File: src/rtl/led_sched_pkg.sv
// Shared types and helpers for the LED blink scheduler: FSM states, default
// parameters and the lowest-index priority encoder used by the arbiter.
package led_sched_pkg;

   localparam int DEF_NUM_REQ  = 3;
   localparam int DEF_PAT_W    = 8;
   localparam int DEF_TICK_DIV = 1000000;
   localparam int DEF_REPEATS  = 1;

   // Widest request vector the encoder handles; callers zero-extend into it.
   localparam int MAX_REQ = 32;

   typedef enum logic [1:0] {
      IDLE = 2'd0,
      PLAY = 2'd1,
      FIN  = 2'd2
   } state_e;

   typedef struct packed {
      logic               any;
      logic [4:0]         idx;
      logic [MAX_REQ-1:0] onehot;
   } prio_t;

   function automatic prio_t prio_enc(input logic [MAX_REQ-1:0] req);
      prio_t r;
      r = '0;
      for (int i = MAX_REQ - 1; i >= 0; i--) begin
         if (req[i]) begin
            r.any       = 1'b1;
            r.idx       = 5'(i);
            r.onehot    = '0;
            r.onehot[i] = 1'b1;
         end
      end
      return r;
   endfunction

endpackage

File: src/rtl/led_tick_gen.sv
// Bit-period prescaler: counts 0..TICK_DIV-1 and flags the wrap cycle.
// clear_i holds the count at zero so a new pattern starts on a full bit.
module led_tick_gen #(
   parameter int TICK_DIV = 4
) (
   input  logic CLK,
   input  logic RST,
   input  logic clear_i,
   output logic tick_o
);

   localparam int TW = (TICK_DIV > 1) ? $clog2(TICK_DIV) : 1;
   localparam logic [TW-1:0] LAST = TW'(TICK_DIV - 1);

   logic [TW-1:0] cnt_q, cnt_d;

   always_comb begin
      cnt_d = cnt_q + 1'b1;
      if (clear_i || (cnt_q == LAST)) cnt_d = '0;
   end

   always_ff @(posedge CLK) begin
      if (RST) cnt_q <= '0;
      else     cnt_q <= cnt_d;
   end

   assign tick_o = !clear_i && (cnt_q == LAST);

endmodule

File: src/rtl/led_blink_scheduler.sv
// Shares one LED between NUM_REQ requesters; the granted pattern plays MSB-first
// REPEATS times, then DONE pulses. Define LED_SCHED_PREEMPT_EN for pre-emption.
module led_blink_scheduler
   import led_sched_pkg::*;
#(
   parameter int NUM_REQ  = DEF_NUM_REQ,
   parameter int PAT_W    = DEF_PAT_W,
   parameter int TICK_DIV = DEF_TICK_DIV,
   parameter int REPEATS  = DEF_REPEATS
) (
   input  logic                     CLK,
   input  logic                     RST,
   input  logic [NUM_REQ-1:0]       REQ,
   input  logic [NUM_REQ*PAT_W-1:0] PATTERN,
   output logic [NUM_REQ-1:0]       GRANT,
   output logic [NUM_REQ-1:0]       DONE,
   output logic                     BUSY,
   output logic                     LED
);

   localparam int BW = $clog2(PAT_W + 1);
   localparam int RW = $clog2(REPEATS + 1);
   localparam logic [BW-1:0] BIT_LAST = BW'(PAT_W - 1);
   localparam logic [RW-1:0] REP_LAST = RW'(REPEATS - 1);

   state_e             state_q;
   logic [NUM_REQ-1:0] grant_q, done_q;
   logic               busy_q, led_q;
   logic [PAT_W-1:0]   pat_q, sh_q;
   logic [BW-1:0]      bit_q;
   logic [RW-1:0]      rep_q;

   logic               tick, tick_clr, owner_req, preempt;
   prio_t              arb;
   logic [PAT_W-1:0]   pat_arb;
   logic               unused_arb;

   always_comb arb = prio_enc(MAX_REQ'(REQ));
   assign unused_arb = ^arb;

   always_comb begin
      pat_arb = '0;
      for (int i = 0; i < NUM_REQ; i++)
         if (arb.onehot[i]) pat_arb = PATTERN[i*PAT_W +: PAT_W];
   end

   assign owner_req = |(REQ & grant_q);

`ifdef LED_SCHED_PREEMPT_EN
   prio_t              pre;
   logic [PAT_W-1:0]   pat_pre;
   logic               unused_pre;

   // grant_q - 1 turns the one-hot owner into a mask of higher-priority requesters.
   always_comb pre = prio_enc(MAX_REQ'(REQ & (grant_q - 1'b1)));
   assign unused_pre = ^pre;

   always_comb begin
      pat_pre = '0;
      for (int i = 0; i < NUM_REQ; i++)
         if (pre.onehot[i]) pat_pre = PATTERN[i*PAT_W +: PAT_W];
   end

   assign preempt = (state_q == PLAY) && owner_req && pre.any;
`else
   assign preempt = 1'b0;
`endif

   assign tick_clr = (state_q != PLAY) || !owner_req || preempt;

   led_tick_gen #(.TICK_DIV(TICK_DIV)) u_tick (
      .CLK    (CLK),
      .RST    (RST),
      .clear_i(tick_clr),
      .tick_o (tick)
   );

   always_ff @(posedge CLK) begin
      if (RST) begin
         state_q <= IDLE;
         grant_q <= '0;
         done_q  <= '0;
         busy_q  <= 1'b0;
         led_q   <= 1'b0;
         pat_q   <= '0;
         sh_q    <= '0;
         bit_q   <= '0;
         rep_q   <= '0;
      end else begin
         done_q <= '0;
         case (state_q)
            IDLE: begin
               if (arb.any) begin
                  state_q <= PLAY;
                  grant_q <= arb.onehot[NUM_REQ-1:0];
                  busy_q  <= 1'b1;
                  pat_q   <= pat_arb;
                  sh_q    <= pat_arb;
                  led_q   <= pat_arb[PAT_W-1];
                  bit_q   <= '0;
                  rep_q   <= '0;
               end
            end
            PLAY: begin
               if (!owner_req) begin
                  state_q <= IDLE;
                  grant_q <= '0;
                  busy_q  <= 1'b0;
                  led_q   <= 1'b0;
                  bit_q   <= '0;
                  rep_q   <= '0;
               end
`ifdef LED_SCHED_PREEMPT_EN
               else if (preempt) begin
                  grant_q <= pre.onehot[NUM_REQ-1:0];
                  pat_q   <= pat_pre;
                  sh_q    <= pat_pre;
                  led_q   <= pat_pre[PAT_W-1];
                  bit_q   <= '0;
                  rep_q   <= '0;
               end
`endif
               else if (tick) begin
                  if (bit_q == BIT_LAST) begin
                     bit_q <= '0;
                     if (rep_q == REP_LAST) begin
                        state_q <= FIN;
                        done_q  <= grant_q;
                        led_q   <= 1'b0;
                     end else begin
                        rep_q <= rep_q + 1'b1;
                        sh_q  <= pat_q;
                        led_q <= pat_q[PAT_W-1];
                     end
                  end else begin
                     bit_q <= bit_q + 1'b1;
                     sh_q  <= {sh_q[PAT_W-2:0], sh_q[PAT_W-1]};
                     led_q <= sh_q[PAT_W-2];
                  end
               end
            end
            FIN: begin
               state_q <= IDLE;
               grant_q <= '0;
               busy_q  <= 1'b0;
               rep_q   <= '0;
            end
            default: begin
               state_q <= IDLE;
               grant_q <= '0;
               busy_q  <= 1'b0;
               led_q   <= 1'b0;
            end
         endcase
      end
   end

   assign GRANT = grant_q;
   assign DONE  = done_q;
   assign BUSY  = busy_q;
   assign LED   = led_q;

endmodule

File: config.mk
export PLATFORM = sky130hd
export DESIGN_NAME = led_blink_scheduler
export DESIGN_NICKNAME = d
export VERILOG_FILES = /design/src/rtl/led_sched_pkg.sv /design/src/rtl/led_tick_gen.sv /design/src/rtl/led_blink_scheduler.sv
export SDC_FILE = /design/constraint.sdc
export NUM_CORES = 1
export LEC_CHECK = 0
export BUFFER_PORTS_ARGS = -buffer_cell sky130_fd_sc_hd__buf_2
export CAP_MARGIN = 20
export CORE_MARGIN = 2
export CORE_UTILIZATION = 55
export CTS_CLUSTER_DIAMETER = 40
export DETAILED_ROUTE_END_ITERATION = 6
export PLACE_DENSITY = 0.87
export SYNTH_ARGS = -nofsm -noshare
export SYNTH_HDL_FRONTEND = slang
export SYNTH_SLANG_ARGS = --single-unit
File: constraint.sdc
create_clock -name CLK -period 2.5 [get_ports CLK]
set_input_delay 0.5 -clock CLK [delete_from_list [all_inputs] [get_ports CLK]]
set_output_delay 0.5 -clock CLK [all_outputs]
set_load 0.01 [all_outputs]
# Word level (Yosys, flattened, before mapping)
# Cells that the tools add are included.
[word_totals]
register_bits = 51
inputBits = 29
out_inout_bits = 8
elab_cells = 91
[op_classes]
n_addsub = 3
eq_ne = 13
n_mux = 41
bitwise = 6
n_reduce_logical = 18
[op_table]
columns = ["operator", "n"]
rows = [
  ["two-way mux 38 bit", 3],
  ["two-way mux 8 bit", 8],
  ["adder 20 x 1 -> 20 bit (second input constant)", 1],
  ["== test 20 bit (second input constant)", 1],
  ["two-way mux 4 bit", 4],
  ["one-hot mux 8 bit (2 select lines)", 1],
  ["two-way mux 1 bit", 12],
  ["!= test 3 bit (second input constant)", 4],
  ["two-way mux 2 bit", 5],
  ["!= test 2 bit (second input constant)", 4],
  ["one-hot mux 4 bit (2 select lines)", 1],
  ["AND reduction 4 bit", 2],
  ["two-way mux 3 bit", 2],
  ["one-hot mux 1 bit (3 select lines)", 2],
  ["one-hot mux 3 bit (2 select lines)", 1],
  ["AND reduction 3 bit", 2],
  ["OR reduction 6 bit", 1],
  ["NOT 1 bit", 5],
  ["AND reduction 5 bit", 1],
  ["adder 4 x 1 -> 4 bit (second input constant)", 1],
  ["== test 4 x 3 -> 1 bit (second input constant)", 1],
  ["one-hot mux 2 bit (2 select lines)", 1],
  ["AND reduction 2 bit", 2],
  ["AND 3 bit", 1],
  ["13 further kinds", 15],
]

# Depth between registers and ports, before layout
# Gate-level depths: netlist (run 1).
[logic_depth]
word_depth = 9
ltp_mapped = 8
ltp_nobuf = 6

# By module
# From an unflattened synthesis (run 1), not the netlist that was laid out.
[unflattened]
cells_unflattened = 304
area_unflattened_um2 = 2583.7
[modules_own_cells]
columns = ["module", "instances", "cells_each", "area_each_um2", "seq_area_each_um2"]
rows = [
  ["led_blink_scheduler", 1, 194, 1576.5, 580.6],
  ["led_tick_gen", 1, 110, 1007.2, 400.4],
]

# Worst setup path before layout (run 1)
# Ideal clock, no wire load.
[synth_timing]
path_kind = "input to register"
start = "in REQ[0]"
end = "reg bit_q[3]"
setup_time_ps = 80
arrival_time_ps = 1919
required_time_ps = 2420
setup_slack_ps = 501
cell_stages = 5
n_path_buf = 0
path_cell_list = "a222oi_1 nand2b_1 a21oi_2 or4_1 a211oi_2"
[synth_between]
elab_chain_len = 8
elab_cells_between_ends = 12
classes_between = "eq/ne: 2; mux: 3; bitwise: 1; reduce/logical: 6"
[synth_rtl]
columns = ["item", "line", "text"]
rows = [
  ["start: declaration", "led_blink_scheduler.sv:13", "input logic [NUM_REQ-1:0] REQ,"],
  ["AND 3 bit", "led_blink_scheduler.sv:47", "assign owner_req = |(REQ & grant_q);"],
  ["OR reduction 3 bit", "led_blink_scheduler.sv:47", ""],
  ["zero test 1 bit", "n/a", ""],
  ["logical OR 1 bit", "led_blink_scheduler.sv:69", "assign tick_clr = (state_q != PLAY) || !owner_req || preempt;"],
  ["zero test 1 bit", "led_tick_gen.sv:27", "assign tick_o = !clear_i && (cnt_q == LAST);"],
  ["logical AND 1 bit", "led_tick_gen.sv:27", ""],
  ["!= test 3 bit (no source line)", "n/a", ""],
  ["AND reduction 3 bit (no source line)", "n/a", ""],
  ["end signal: assignment", "led_blink_scheduler.sv:136", "bit_q <= bit_q + 1'b1;"],
  ["end: declaration", "led_blink_scheduler.sv:30", "logic [BW-1:0] bit_q;"],
]
# Several ways; a longest one is shown, not always the timed one.
# A chain may end at the register's enable or synchronous reset.

# Worst setup path after layout (run 1)
[layout_timing]
start = "reg u_tick.cnt_q[9]"
end = "reg bit_q[3]"
[layout_between]
elab_chain_len = 4
[layout_rtl]
columns = ["item", "line", "text"]
rows = [
  ["start: declaration", "led_tick_gen.sv:15", "logic [TW-1:0] cnt_q, cnt_d;"],
  ["start signal: assignment", "led_tick_gen.sv:24", "else cnt_q <= cnt_d;"],
  ["== test 20 bit", "led_tick_gen.sv:27", ""],
  ["logical AND 1 bit", "led_tick_gen.sv:27", ""],
  ["!= test 3 bit (no source line)", "n/a", ""],
  ["AND reduction 3 bit (no source line)", "n/a", ""],
]
# Every way passes these cells.

==> impl_metrics.json, run 1 <==
{
  "synth-main-ff-cell": "dfxtp_1",
  "startpoint": "u_tick.cnt_q[9]$_SDFF_PP0_",
  "clock_latency_ns": 0.30,
  "postCtsSetupRepairBufs": 0,
  "rows": 23,
  "start_kind": "flop",
  "drtIter0Drc": 180,
  "hold_viol_final": 0,
  "nets": 355,
  "cts-root-buf": "clkbuf_8",
  "grt_usage_pct": 23.4,
  "power_density_nw_per_um2": 558,
  "postSynthCellCount": 289,
  "wire_per_inst_um": 13.5,
  "dr.pass1.iters": 5,
  "finalCritPeriodShare_pct": 83.9,
  "synth_nets": 320,
  "clk_pin_slew_worst_paths_ns": 0.09,
  "end_kind": "flop",
  "min_path_type": "flop to flop",
  "cp_max_fo": 7,
  "r2r_slack_ns": 0.40,
  "start_util_pct": 57.2,
  "core_um2": 4030,
  "whs_path_depth": 2,
  "timing.hold.ws_ns": 0.455,
  "clock_skew_ns": 0.00940,
  "wl_mm": 5.06,
  "vias_per_cell": 5.75,
  "drv_cap": 0,
  "min_from": "BUSY$_SDFFE_PP0P_",
  "io_buffers": 36,
  "grt_max_degree": 25,
  "timing.rr.end": "bit_q[3]$_SDFFE_PP0P_",
  "intPower_mw": 1.10,
  "yosysSeqAreaShare_pct": 42.6,
  "post_cts_resized": 0,
  "detail-route-antenna-nets": 0,
  "synthTopCellsByCount": "dfxtp_1, nand2_1, nor2_1",
  "syn_to_final_growth_pct": 14.2,
  "max_slew.worst_pin.slew_ns": 0.810,
  "synthTopCellsByArea": "dfxtp_1, nand2_1, o21ai_0",
  "drv_slew": 0,
  "grt_pass1_vias": 1832,
  "reg2reg_depth": 5,
  "slew_headroom_pct": 45.6,
  "die_w_um": 68.7,
  "setup_tns_ns": 0,
  "numCtsBuffers": 5,
  "die_y_um": 68.7,
  "dpl.hpwl_mm": 3.64,
  "pwr-share-clk_pct": 31.9,
  "status": "complete, no violations",
  "syn_area_um2": 2300,
  "ys_warn_count": 0,
  "cp.arrival_ns": 2.32,
  "async_reset_ff_share_pct": 0,
  "setup_viol": 0,
  "rsz0062_at_grt": "false",
  "avgSynthCellArea_um2": 7.97,
  "pwr-share-comb_pct": 11.3,
  "vdd_drop_max_v": 0.000334,
  "antenna_found_initial": 0,
  "p_leak_nw": 0.990,
  "fmax_mhz": 477,
  "yosysMostFrequentCell": "dfxtp_1",
  "drive_gt1_share_pct": 16.7,
  "p_sw_share_pct": 25.2,
  "cp.required_ns": 2.72,
  "clk_path_buf_depth": 2,
  "regToRegStartpoint": "u_tick.cnt_q[9]$_SDFF_PP0_",
  "worst_hold_path.endpoint": "BUSY$_SDFFE_PP0P_",
  "n_antenna_cell": 0,
  "synth_top_area_share_pct": 42.6,
  "power_mw": 1.47,
  "p_switching_mw": 0.369,
  "postCtsHoldBufs": 0,
  "clock-sinks": 49,
  "grt.overflow.total": 0,
  "drc_errors": 0,
  "synth-edff-count": 0,
  "htree_num_levels": 2,
  "cts_tree": "done",
  "io_pins": 37,
  "vias": 2150,
  "die_area_um2": 4720,
  "gp_congestion": 0.927,
  "seq_power_share_pct": 56.7,
  "ys_types": 43,
  "min_period_ns": 2.10,
  "critical_path_class": "flop to flop",
  "ys_ff_latch": 49,
  "grt_pass1_wl_mm": 8.34,
  "yosys.area.top_type": "dfxtp_1"
}
## state kept, by name, indices dropped and copies added (netlist names)
name          cells
state_q           2
GRANT             3
bit_q             4
BUSY              1
LED               1
DONE              3
u_tick.cnt_q     20
sh_q              8
pat_q             7
## worst max-delay path by stage
stage / slack [ns] / end
2_1_floorplan: 0.50 / bit_q[3]$_SDFFE_PP0P_
3_3_place_gp: 0.37 / bit_q[3]$_SDFFE_PP0P_
3_5_place_dp: 0.32 / bit_q[3]$_SDFFE_PP0P_
4_1_cts: 0.40 / bit_q[3]$_SDFFE_PP0P_
5_1_grt: 0.30 / bit_q[3]$_SDFFE_PP0P_
6_report: 0.40 / bit_q[3]$_SDFFE_PP0P_
## cell usage in the layout, fill, tap and decap left out, drive strengths merged
cell      count
a211oi        2
a21oi        11
a221oi        1
a222oi        1
a22o          3
a22oi         7
a31oi         9
and2          6
and2b         1
and3          4
and3b         1
and4          3
buf          43
clkbuf        6
clkinv        1
clkinvlp      1
dfxtp        49
ha            2
inv           1
nand2        45
nand2b        4
nand3        18
nand3b        1
nand4         2
nand4b        1
nor2         28
nor2b         3
nor3          7
nor3b         1
nor4          4
nor4b         2
o21a          1
o21ai        31
o31ai         2
or2           1
or3           1
or4           2
xnor2         6
xor2         12
## cell families after synthesis
| kind of cell | share of synthesized area, % |
|---|---|
| and+or+nand+nor | 28.8 |
| buffers and inverters | 2.88 |
| adders and majority gates | 1.09 |
| DFF | 42.6 |
| AOI/OAI and AO/OA | 17.8 |
| xor gates and xnor gates | 6.84 |
## layout make-up
type / count / area (um2)
flip-flops and latches: 49 / 981
inverters: 2 / 7.51
clock buffers: 6 / 82.6
fillers: 330 / 1400
well taps: 50 / 62.6
clock inverters: 1 / 7.51
multi-input cells: 223 / 1260
repair buffers: 43 / 233
## stage by stage
stage          utilization [%]  setup WS (ns)  cell area (um2)  std cells
5_1_grt                   65.3          0.303             2630        374
2_1_floorplan                -          0.501             2300        289
3_3_place_gp              63.0          0.375             2540        367
4_1_cts                   65.3          0.402             2630        374
3_5_place_dp              63.0          0.320             2540        367
6_report                  65.3          0.402             2630        374
## power groups by stage
stage | clock network [mW] | logic [mW] | registers (mW)
floorplan | 0 | 0.105 | 0.846
global placement | 0 | 0.158 | 0.848
detailed placement | 0 | 0.163 | 0.848
CTS | 0.473 | 0.164 | 0.832
global route | 0.514 | 0.185 | 0.837
finish | 0.469 | 0.166 | 0.833
## critical path: stages (launching register included)
cell and delay, ns:
dfxtp_1 0.41, nor4b_1 0.40, and4_2 0.37, a21oi_2 0.12, or4_1 0.50, a211oi_2 0.22
## metal layers
layer | up-vias | global-route usage, % | wire [um]
met2 | 89 | 34.7 | 2240
met1 | 972 | 34.2 | 2440
met5 | - | 0 | 0
li1 | 1082 | - | -
met3 | 7 | 4.06 | 319
met4 | 0 | 7.84 | 59
Power figures use the tool's default switching activity.
==> inputs of run 2 (changes only) <==
- clock period: 2.5 -> 2.1 ns (I/O delays scaled with it)
==> impl_metrics.json, run 2 (same netlist as run 1, synthesis figures left out) <==
{
  "grt.overflow.total": 0,
  "drv_slew": 0,
  "largest_reg_flops": 20,
  "dpl.hpwl_mm": 3.68,
  "max_flop_register": "u_tick.cnt_q",
  "start_util_pct": 57.2,
  "drv_cap": 0,
  "die_area_um2": 4720,
  "dr.pass1.iters": 5,
  "cts_tree": "done",
  "mostFrequentLayoutCells": "dfxtp_1, nand2_1, buf_2, nor2_1, o21ai_0",
  "rsz0062_at_grt": "false",
  "die_y_um": 68.7,
  "detail-route-antenna-nets": 0,
  "pwr-share-clk_pct": 36.8,
  "n_antenna_cell": 0,
  "intPower_mw": 1.44,
  "grt_pass1_wl_mm": 8.45,
  "p_sw_share_pct": 23.9,
  "largestRegisters": "u_tick.cnt_q: 20 flops, sh_q: 8 flops, pat_q: 7 flops",
  "setup_tns_ns": 0,
  "io_pins": 37,
  "end_kind": "flop",
  "whs_path_depth": 2,
  "pwr-share-comb_pct": 10.8,
  "start_kind": "flop",
  "gp_congestion": 0.889,
  "setup_viol": 0,
  "power_density_nw_per_um2": 696,
  "p_switching_mw": 0.451,
  "power_mw": 1.89,
  "io_buffers": 36,
  "finalCritPeriodShare_pct": 91.3,
  "critical_path_class": "flop to flop",
  "vias_per_cell": 5.74,
  "htree_num_levels": 2,
  "max_slew.worst_pin.slew_ns": 0.817,
  "cp.required_ns": 2.32,
  "grt_usage_pct": 23.3,
  "antenna_found_initial": 0,
  "wire_per_inst_um": 13.8,
  "vias": 2182,
  "cp_max_fo": 7,
  "reg2reg_depth": 6,
  "die_w_um": 68.7,
  "final_common_cell": "dfxtp_1",
  "min_path_type": "flop to flop",
  "vdd_drop_max_v": 0.000439,
  "syn_to_final_growth_pct": 17.9,
  "hold_viol_final": 0,
  "cp.arrival_ns": 2.14,
  "wl_mm": 5.24,
  "fmax_mhz": 521,
  "p_leak_nw": 1.03,
  "slew_headroom_pct": 45.1,
  "cts-root-buf": "clkbuf_8",
  "postCtsHoldBufs": 0,
  "drtIter0Drc": 123,
  "clock-sinks": 49,
  "core_um2": 4030,
  "grt_pass1_vias": 1893,
  "drive_gt1_share_pct": 19.1,
  "drc_errors": 0,
  "clock_latency_ns": 0.30,
  "numCtsBuffers": 5,
  "clk_pin_slew_worst_paths_ns": 0.09,
  "seq_power_share_pct": 52.4,
  "status": "complete, no violations",
  "clock_skew_ns": 0.00554,
  "rows": 23,
  "min_period_ns": 1.92,
  "grt_max_degree": 25,
  "clk_path_buf_depth": 2,
  "nets": 360
}
## run 2: final cells by class
type | count | area, um2
Tap cell | 50 | 62.6
Fill cell | 334 | 1310
Sequential cell | 49 | 981
Timing Repair Buffer | 48 | 270
Clock buffer | 6 | 82.6
Multi-Input combinational cell | 223 | 1270
Clock inverter | 2 | 37.5
Inverter | 2 | 7.51
## run 2: layer usage
metal / GRT usage, % / wire length [um]
met5: 0 / 0
met4: 7.11 / 51
met3: 4.71 / 316
met2: 35.6 / 2430
met1: 33.3 / 2440
## run 2: per-stage QoR
stage | hold WS (ns) | area (um2) | worst slack, ns | std cells | util, %
after detailed placement | 0.455 | 2580 | 0.0900 | 372 | 64.0
final | 0.462 | 2720 | 0.182 | 380 | 67.4
after global routing | 0.487 | 2720 | 0.0794 | 380 | 67.4
after floorplan | 0.430 | 2300 | 0.181 | 289 | -
after global placement | 0.429 | 2580 | 0.152 | 372 | 64.0
after CTS | 0.468 | 2700 | 0.121 | 380 | 67.0
## run 2: worst max-delay path, stage by stage, from the launching register on
cell	delay, ns
dfxtp_1	0.39
ha_1	0.20
nand3_1	0.20
nor2_4	0.26
a21oi_2	0.08
or4_1	0.49
a211oi_2	0.22
## run 2: worst paths after layout
path	from	endpoint	slack, ns
setup / recovery	u_tick.cnt_q[0]$_SDFF_PP0_	bit_q[3]$_SDFFE_PP0P_	0.18
hold / removal	BUSY$_SDFFE_PP0P_	BUSY$_SDFFE_PP0P_	0.46
setup reg to reg	u_tick.cnt_q[0]$_SDFF_PP0_	bit_q[3]$_SDFFE_PP0P_	0.18
hold reg to reg	BUSY$_SDFFE_PP0P_	BUSY$_SDFFE_PP0P_	0.46
## run 2: power by group through the flow
| stage | combinational, mW | sequential, mW | clock (mW) |
|---|---|---|---|
| 2_1_floorplan | 0.125 | 1.01 | 0 |
| 3_5_place_dp | 0.201 | 1.01 | 0 |
| 3_3_place_gp | 0.195 | 1.01 | 0 |
| 6_report | 0.205 | 0.990 | 0.695 |
| 4_1_cts | 0.202 | 0.990 | 0.701 |
| 5_1_grt | 0.228 | 0.996 | 0.739 |
## run 2: what timing repair did
item | in CTS | in global routing
resized for setup | 0 | 3
hold endpoints to repair | 0 | 0
setup endpoints to repair | 0 | 6
buffers inserted | 0 | 0
